**src/rtl/mac_ctrl_pkg.sv**
```systemverilog
// Shared types for the MAC sequencer: FSM state encoding and default job-length width.
package mac_ctrl_pkg;

  localparam int unsigned LenWDefault = 16;

  typedef enum logic [2:0] {
    StIdle,
    StClear,
    StRun,
    StDrain,
    StDone
  } state_e;

endpackage

```
**src/rtl/mac_en_pipe.sv**
```systemverilog
// Two-stage enable delay line: a load pulse becomes a mult pulse one cycle later and an
// acc pulse two cycles later. A synchronous flush empties both stages.
module mac_en_pipe (
  input  logic clk_i,
  input  logic rst_i,
  input  logic flush_i,
  input  logic load_i,
  output logic mult_o,
  output logic acc_o
);

  logic mult_q, mult_d;
  logic acc_q, acc_d;

  always_comb begin
    mult_d = 1'b0;
    acc_d  = 1'b0;
    if (!flush_i) begin
      mult_d = load_i;
      acc_d  = mult_q;
    end
  end

  always_ff @(posedge clk_i or posedge rst_i) begin
    if (rst_i) begin
      mult_q <= 1'b0;
      acc_q  <= 1'b0;
    end else begin
      mult_q <= mult_d;
      acc_q  <= acc_d;
    end
  end

  assign mult_o = mult_q;
  assign acc_o  = acc_q;

endmodule

```
**src/rtl/mac_seq_ctrl.sv**
```systemverilog
// Dot-product job sequencer for a load/mult/acc MAC: accepts LEN operand pairs over a
// valid/ready handshake, paces the MAC enables and holds the final result until taken.
module mac_seq_ctrl
  import mac_ctrl_pkg::*;
#(
  parameter int unsigned LEN_W = LenWDefault
) (
  input  logic             clk,
  input  logic             reset,
  input  logic             start,
  input  logic [LEN_W-1:0] len,
  input  logic             abort,
  output logic             busy,
  input  logic             op_valid,
  output logic             op_ready,
  output logic             mac_clr,
  output logic             mac_load,
  output logic             mac_mult,
  output logic             mac_acc,
  output logic             res_valid,
  input  logic             res_ready
);

  state_e           state_q, state_d;
  logic [LEN_W-1:0] len_q, len_d;
  logic [LEN_W-1:0] issued_q, issued_d;
  logic             busy_q, busy_d;
  logic             rdy_q, rdy_d;
  logic             clr_q, clr_d;
  logic             rv_q, rv_d;

  logic             abort_hit;
  logic             last_pair;

  assign abort_hit = abort & (state_q != StIdle);
  // Abort must suppress a handshake in the very cycle it is raised.
  assign op_ready  = rdy_q & ~abort_hit;
  assign mac_load  = op_valid & op_ready;
  assign last_pair = (issued_q == len_q - LEN_W'(1));

  always_comb begin
    state_d  = state_q;
    len_d    = len_q;
    issued_d = issued_q;

    case (state_q)
      StIdle: begin
        if (start) begin
          len_d    = len;
          issued_d = '0;
          state_d  = StClear;
        end
      end
      StClear: begin
        state_d = (len_q == '0) ? StDrain : StRun;
      end
      StRun: begin
        if (mac_load) begin
          issued_d = issued_q + LEN_W'(1);
          if (last_pair) state_d = StDrain;
        end
      end
      StDrain: begin
        // No load is possible here, so once mult is low the pipe is empty after this edge
        // and the accumulator holds the final sum in the next cycle.
        if (!mac_mult) state_d = StDone;
      end
      StDone: begin
        if (res_ready) state_d = StIdle;
      end
      default: state_d = StIdle;
    endcase

    if (abort_hit) state_d = StIdle;

    busy_d = (state_d != StIdle);
    rdy_d  = (state_d == StRun);
    clr_d  = (state_d == StClear) | abort_hit;
    rv_d   = (state_d == StDone);
  end

  always_ff @(posedge clk or posedge reset) begin
    if (reset) begin
      state_q  <= StIdle;
      len_q    <= '0;
      issued_q <= '0;
      busy_q   <= 1'b0;
      rdy_q    <= 1'b0;
      clr_q    <= 1'b1;
      rv_q     <= 1'b0;
    end else begin
      state_q  <= state_d;
      len_q    <= len_d;
      issued_q <= issued_d;
      busy_q   <= busy_d;
      rdy_q    <= rdy_d;
      clr_q    <= clr_d;
      rv_q     <= rv_d;
    end
  end

  assign busy      = busy_q;
  assign mac_clr   = clr_q;
  assign res_valid = rv_q;

  mac_en_pipe u_en_pipe (
    .clk_i   (clk),
    .rst_i   (reset),
    .flush_i (abort_hit),
    .load_i  (mac_load),
    .mult_o  (mac_mult),
    .acc_o   (mac_acc)
  );

  a_load_in_run: assert property (@(posedge clk) disable iff (reset)
    mac_load |-> (state_q == StRun));

  a_load_bounded: assert property (@(posedge clk) disable iff (reset)
    mac_load |-> (issued_q < len_q));

  a_result_held: assert property (@(posedge clk) disable iff (reset)
    (res_valid && !res_ready && !abort) |=> res_valid);

endmodule
```
**config.mk**
```make
export PLATFORM = sky130hd
export DESIGN_NAME = mac_seq_ctrl
export DESIGN_NICKNAME = d
export VERILOG_FILES = /design/src/rtl/mac_ctrl_pkg.sv /design/src/rtl/mac_en_pipe.sv /design/src/rtl/mac_seq_ctrl.sv
export SDC_FILE = /design/constraint.sdc
export NUM_CORES = 1
export LEC_CHECK = 0
export ABC_AREA = 0
export BUFFER_PORTS_ARGS = -buffer_cell sky130_fd_sc_hd__buf_2
export CORE_MARGIN = 5
export CORE_UTILIZATION = 55
export CTS_CLUSTER_DIAMETER = 40
export DETAILED_ROUTE_END_ITERATION = 10
export GPL_TIMING_DRIVEN = 0
export MAX_ROUTING_LAYER = met4
export PLACE_DENSITY = 0.83
export SLEW_MARGIN = 40
export SYNTH_ARGS = -nofsm -noshare
export SYNTH_HDL_FRONTEND = slang
export SYNTH_SLANG_ARGS = --single-unit
```
**constraint.sdc**
```tcl
create_clock -name clk -period 3.2 [get_ports clk]
set_input_delay 0.32 -clock clk [delete_from_list [all_inputs] [get_ports clk]]
set_output_delay 0.32 -clock clk [all_outputs]
set_load 0.01 [all_outputs]
```
==> Word-level counts from Yosys, hierarchy flattened <==
Index checks and enable logic that the tools add are counted.
{ "word_totals": {"register_bits": 41, "latchBits": 0, "mem_bits_ro": 0, "ramBits": 0, "mem_count": 0} }
{ "classes": {"n_reduce_logical": 7, "order_cmp": 0, "n_addsub": 2, "shifts": 0, "n_eq_ne": 10, "n_mux": 13, "n_mul": 0, "n_bitwise": 5, "n_div": 0} }
{ "ops": {"columns": ["operator", "n"], "rows": [
  ["2-to-1 mux 16 bit", 2],
  ["case mux 16 bit (2 select lines)", 1],
  ["2-to-1 mux 3 bit", 6],
  ["adder 16 x 1 -> 16 bit (second input constant)", 1],
  ["== test 16 bit", 1],
  ["zero test 16 bit", 1],
  ["subtractor 16 x 1 -> 16 bit (second input constant)", 1],
  ["case mux 3 bit (5 select lines)", 1],
  ["== test 3 x 2 -> 1 bit (second input constant)", 3],
  ["== test 3 x 1 -> 1 bit (second input constant)", 2],
  ["== test 3 bit (second input constant)", 2],
  ["nonzero test 3 bit", 2],
  ["AND 1 bit", 3],
  ["zero test 3 bit", 1],
  ["2-to-1 mux 1 bit", 3],
  ["AND reduction 3 bit", 1],
  ["inequality test 2 x 1 -> 1 bit (second input constant)", 1],
  ["inequality test 2 bit (second input constant)", 1],
  ["AND reduction 2 bit", 1],
  ["nonzero test 2 bit", 1],
  ["NOT 1 bit", 1],
  ["bitwise OR 1 bit", 1]
]} }

==> Longest topological paths before layout <==
{ "depth": {"ltp_word": 10, "depth_mapped": 8, "mapped_depth_nobuf": 8} }

==> By module <==
Synthesis repeated with hierarchy kept, for this count alone.
{ "unflattened": {"cells_unflattened": 266, "hier_area_um2": 2378.5} }
{ "modules_own_cells": {"columns": ["mod", "instances", "cells_per_inst", "seq_area_each_um2", "area_per_inst_um2"], "rows": [
  ["mac_seq_ctrl", 1, 261, 977.2, 2312.2],
  ["mac_en_pipe", 1, 5, 50.0, 66.3]
]} }

==> Worst setup path after synthesis <==
No wires, ideal clock.
{ "synth_timing": {"path_type": "reg-to-reg", "startpoint": "register len_q[10]", "endpoint": "register rdy_q", "path_slack_ps": 1061, "required_ps": 3084, "setup_time_ps": 116, "path_stages_with_launch": 7, "t_arrival_ps": 2022, "cell_sequence": "dfrtp_1 > or3_4 > or3_1 > a2111o_1 > a221oi_2 > and4_1 > nor2_1"} }
{ "synth_between": {"elab_chain_cells": 7, "word_cells_on_any_way": 9} }
{ "synth_rtl": {"columns": ["element", "line_no", "text"], "rows": [
  ["from (decl)", "mac_seq_ctrl.sv:25", "logic [LEN_W-1:0] len_q, len_d;"],
  ["from (signal assigned)", "mac_seq_ctrl.sv:93", "len_q <= len_d;"],
  ["subtractor 16 x 1 -> 16 bit", "mac_seq_ctrl.sv:39", "assign last_pair = (issued_q == len_q - LEN_W'(1));"],
  ["== test 16 bit", "mac_seq_ctrl.sv:39", null],
  ["2-to-1 mux 3 bit", "mac_seq_ctrl.sv:60", "if (last_pair) state_d = StDrain;"],
  ["2-to-1 mux 3 bit", "mac_seq_ctrl.sv:58", "if (mac_load) begin"],
  ["case mux 3 bit (5 select lines) *", "mac_seq_ctrl.sv:46", "case (state_q)"],
  ["2-to-1 mux 3 bit *", "mac_seq_ctrl.sv:74", "if (abort_hit) state_d = StIdle;"],
  ["== test 3 x 2 -> 1 bit *", "mac_seq_ctrl.sv:77", "rdy_d = (state_d == StRun);"],
  ["net rdy_d", "mac_seq_ctrl.sv:28", "logic rdy_q, rdy_d;"],
  ["to (signal assigned)", "mac_seq_ctrl.sv:96", "rdy_q <= rdy_d;"],
  ["to (decl)", "mac_seq_ctrl.sv:28", null]
]} }
Mark *: on every way through the listed nets, which the timed path passes. The rest lies on a longest branch.
A chain may end at the register's enable or synchronous reset.

==> Worst setup path in the final report <==
{ "layout_timing": {"startpoint": "register len_q[0]", "endpoint": "register state_q[0]"} }
{ "layout_between": {"elab_chain_cells": 6, "word_cells_on_any_way": 8} }
{ "layout_rtl": {"columns": ["element", "line_no", "text"], "rows": [
  ["subtractor 16 x 1 -> 16 bit", "mac_seq_ctrl.sv:39", null],
  ["== test 16 bit", "mac_seq_ctrl.sv:39", null],
  ["2-to-1 mux 3 bit", "mac_seq_ctrl.sv:60", null],
  ["2-to-1 mux 3 bit", "mac_seq_ctrl.sv:58", null],
  ["case mux 3 bit (5 select lines) *", "mac_seq_ctrl.sv:46", null],
  ["2-to-1 mux 3 bit *", "mac_seq_ctrl.sv:74", null],
  ["net state_d[0]", "mac_seq_ctrl.sv:24", "state_e state_q, state_d;"],
  ["to (signal assigned)", "mac_seq_ctrl.sv:84", "state_q <= StIdle;"],
  ["to (signal assigned)", "mac_seq_ctrl.sv:92", "state_q <= state_d;"],
  ["to (decl)", "mac_seq_ctrl.sv:24", null]
]} }
Marked as above.

==> metrics <==
antenna violations before repair 0; # clock sinks 41; post-DR wirelength/cell 15.2 um; first-pass GRT wire length 8270 um; Placer Congestion 0.934; HPWL after DPL 3740 um; GRT Overall Usage 20.1%; Vias/cell 5.89; post-synth top area share 42.7%; met1 GRT Util 25.4%; share of layout cells above drive strength 1 23.5%; Slew Limit Fails 0; reg-to-reg slack, setup 770 ps; Syn-to-layout area delta 13.9%; status finished, final reports clean; met3 Usage GRT 4.75%; setup TNS 0 ps; final core area utilization 65.8%; Hold Buf Count CTS 0; max cap viols 0; worst-case clock buffer depth 2; Slew HR 62.7%; largest net degree at the start of global routing 42; fin crit period 2430 ps; Initial Utilization 57.8%; mapped cell area 2350 um^2; vias in the first global route 1812; Final setup viols 0; post-synthesis sequential area ratio 43.8%; largest fanout on the critical path 5; Hold Path Class in -> async; number of synthesized flops with an enable pin 0; DRC errors left 0; DRT Pass-1 Iters 4; cell area power density 683 nW/um^2; syn_nets 265; port bufs 28; fin nets 300; most common cell in the netlist dfrtp_1; part of the cycle the worst path needs 76.1%; hold slack 47.4 ps; CP arrival 2620 ps; diode count 0; Worst setup SP type flip-flop; FFs w/ async S/R, synth 100%; CORE AREA 4060 um^2; busiest layer in global routing met2; Post-CTS Setup Repair Bufs 0; Setup CP Type reg -> reg; die height 75.3 um; Final Hold Vio Count 0; clock latency on the worst-skew pair 300 ps; GR Overflow Total 0; number of distinct library cells after synthesis 49; synth cell count leaders 40 x dfrtp_1, 24 x nor2_1, 17 x xnor2_1; Final ANT Viol Nets 0; via count 1925; Rows 23; synthesized area per cell 9.73 um^2; Leak Pwr 1.14 nW; chip width 75.3 um; Max IR drop VDD 477 uV; H-tree levels 2; Yosys warning count 0; Initial DRC Count 170; achievable clock frequency 0.411 GHz; die area 5670 um^2; Yosys top cell by area dfrtp_1; CTS buffer count 5; Gate Count Post-Synth 241; WL final 4970 um; Worst Tran Pin Value 554 ps; # IOs 29; RSZ-0062 raised after global routing false; TritonCTS clock tree built; Root Driver clkbuf_8; post-synthesis register bit count 41; post-cts sizing count 0; clk slew on worst S/H paths 80 ps; Worst setup EP type flip-flop; routing usage on met2 31.9%; Synth area leaders dfrtp_1 43%, mux2_2 7.2%, xnor2_1 6.3%; most used flip-flop cell after synthesis dfrtp_1; skew final 4.91 ps; Req. time, crit path 3380 ps
placed cells by master, fill, tap and decap left out, drive strengths merged, types with 2 or more instances in the layout:
master and n:
and2 3, nor4 9, nor3 13, a31oi 2, o21ai 13, nand4 6
or3 6, or4 2, and3 3, buf 31, or2 4, nand2 12
and4 2, nor2 26, a21oi 4, dfrtp 40, mux2 15, nand3 3
xor2 14, inv 9, clkbuf 17, xnor2 17, ha 2, o2111ai 2
cells by family after synthesis:
kind of cell	Yosys count	share of synthesized area, %
simple gates	94	21.4
flops	41	43.8
compound gates	34	9.97
xor+xnor	32	12.6
buf+inv	23	3.95
mux	15	7.20
fa+ha+maj	2	1.07
registers in the layout, summed over array words and instances (netlist names):
signal / flops
rdy_q: 1
mac_clr: 1
state_q: 3
res_valid: 1
u_en_pipe.acc_o: 1
issued_q: 16
len_q: 16
u_en_pipe.mult_o: 1
busy: 1
report_power, final:
| group | total, mW | switching, mW | internal, mW |
|---|---|---|---|
| clock | 0.435 | 0.181 | 0.253 |
| sequential | 0.738 | 0.110 | 0.628 |
| combinational | 0.652 | 0.357 | 0.295 |
| total | 1.82 | 0.648 | 1.18 |
critical path, stage by stage (launching register included):
cell      delay, ps
dfrtp_1         440
inv_1           100
ha_1            260
nor3b_1         420
nor3_1           90
o32ai_1         430
a221oi_2        120
and4_1          240
or2_1           210
cell type report:
cell class,count,area (um^2)
Sequential cell,41,1030
Inverter,9,36.3
Multi-Input combinational cell,177,1230
Clock buffer,6,82.6
Timing Repair Buffer,28,140
Fill cell,329,1390
Tap cell,50,62.6
Clock inverter,2,37.5
Buffer,14,58.8
worst paths after layout:
path	cells past startpoint	from	endpoint
setup reg to reg	8	len_q[0]	state_q[0]
setup / recovery	8	len_q[0]	state_q[0]
max in group asynchronous	2	reset	mac_clr
min in group clk	3	len[1]	len_q[1]
hold / removal	2	reset	len_q[13]
hold reg to reg	1	rdy_q	u_en_pipe.mult_o
routing by layer:
metal	vias up	routed length, um
met5	-	0
met4	0	59
met3	5	349
met2	60	2460
met1	928	2100
li1	932	-
per-stage QoR:
step	power [mW]	setup slack (ps)	instances	area, um^2
5_1_grt	1.95	520	327	2670
3_5_place_dp	1.40	739	319	2550
4_1_cts	1.83	723	327	2670
2_1_floorplan	1.23	1060	241	2350
6_report	1.82	765	327	2670
3_3_place_gp	1.37	782	319	2550
Power figures use the tool's default switching activity.
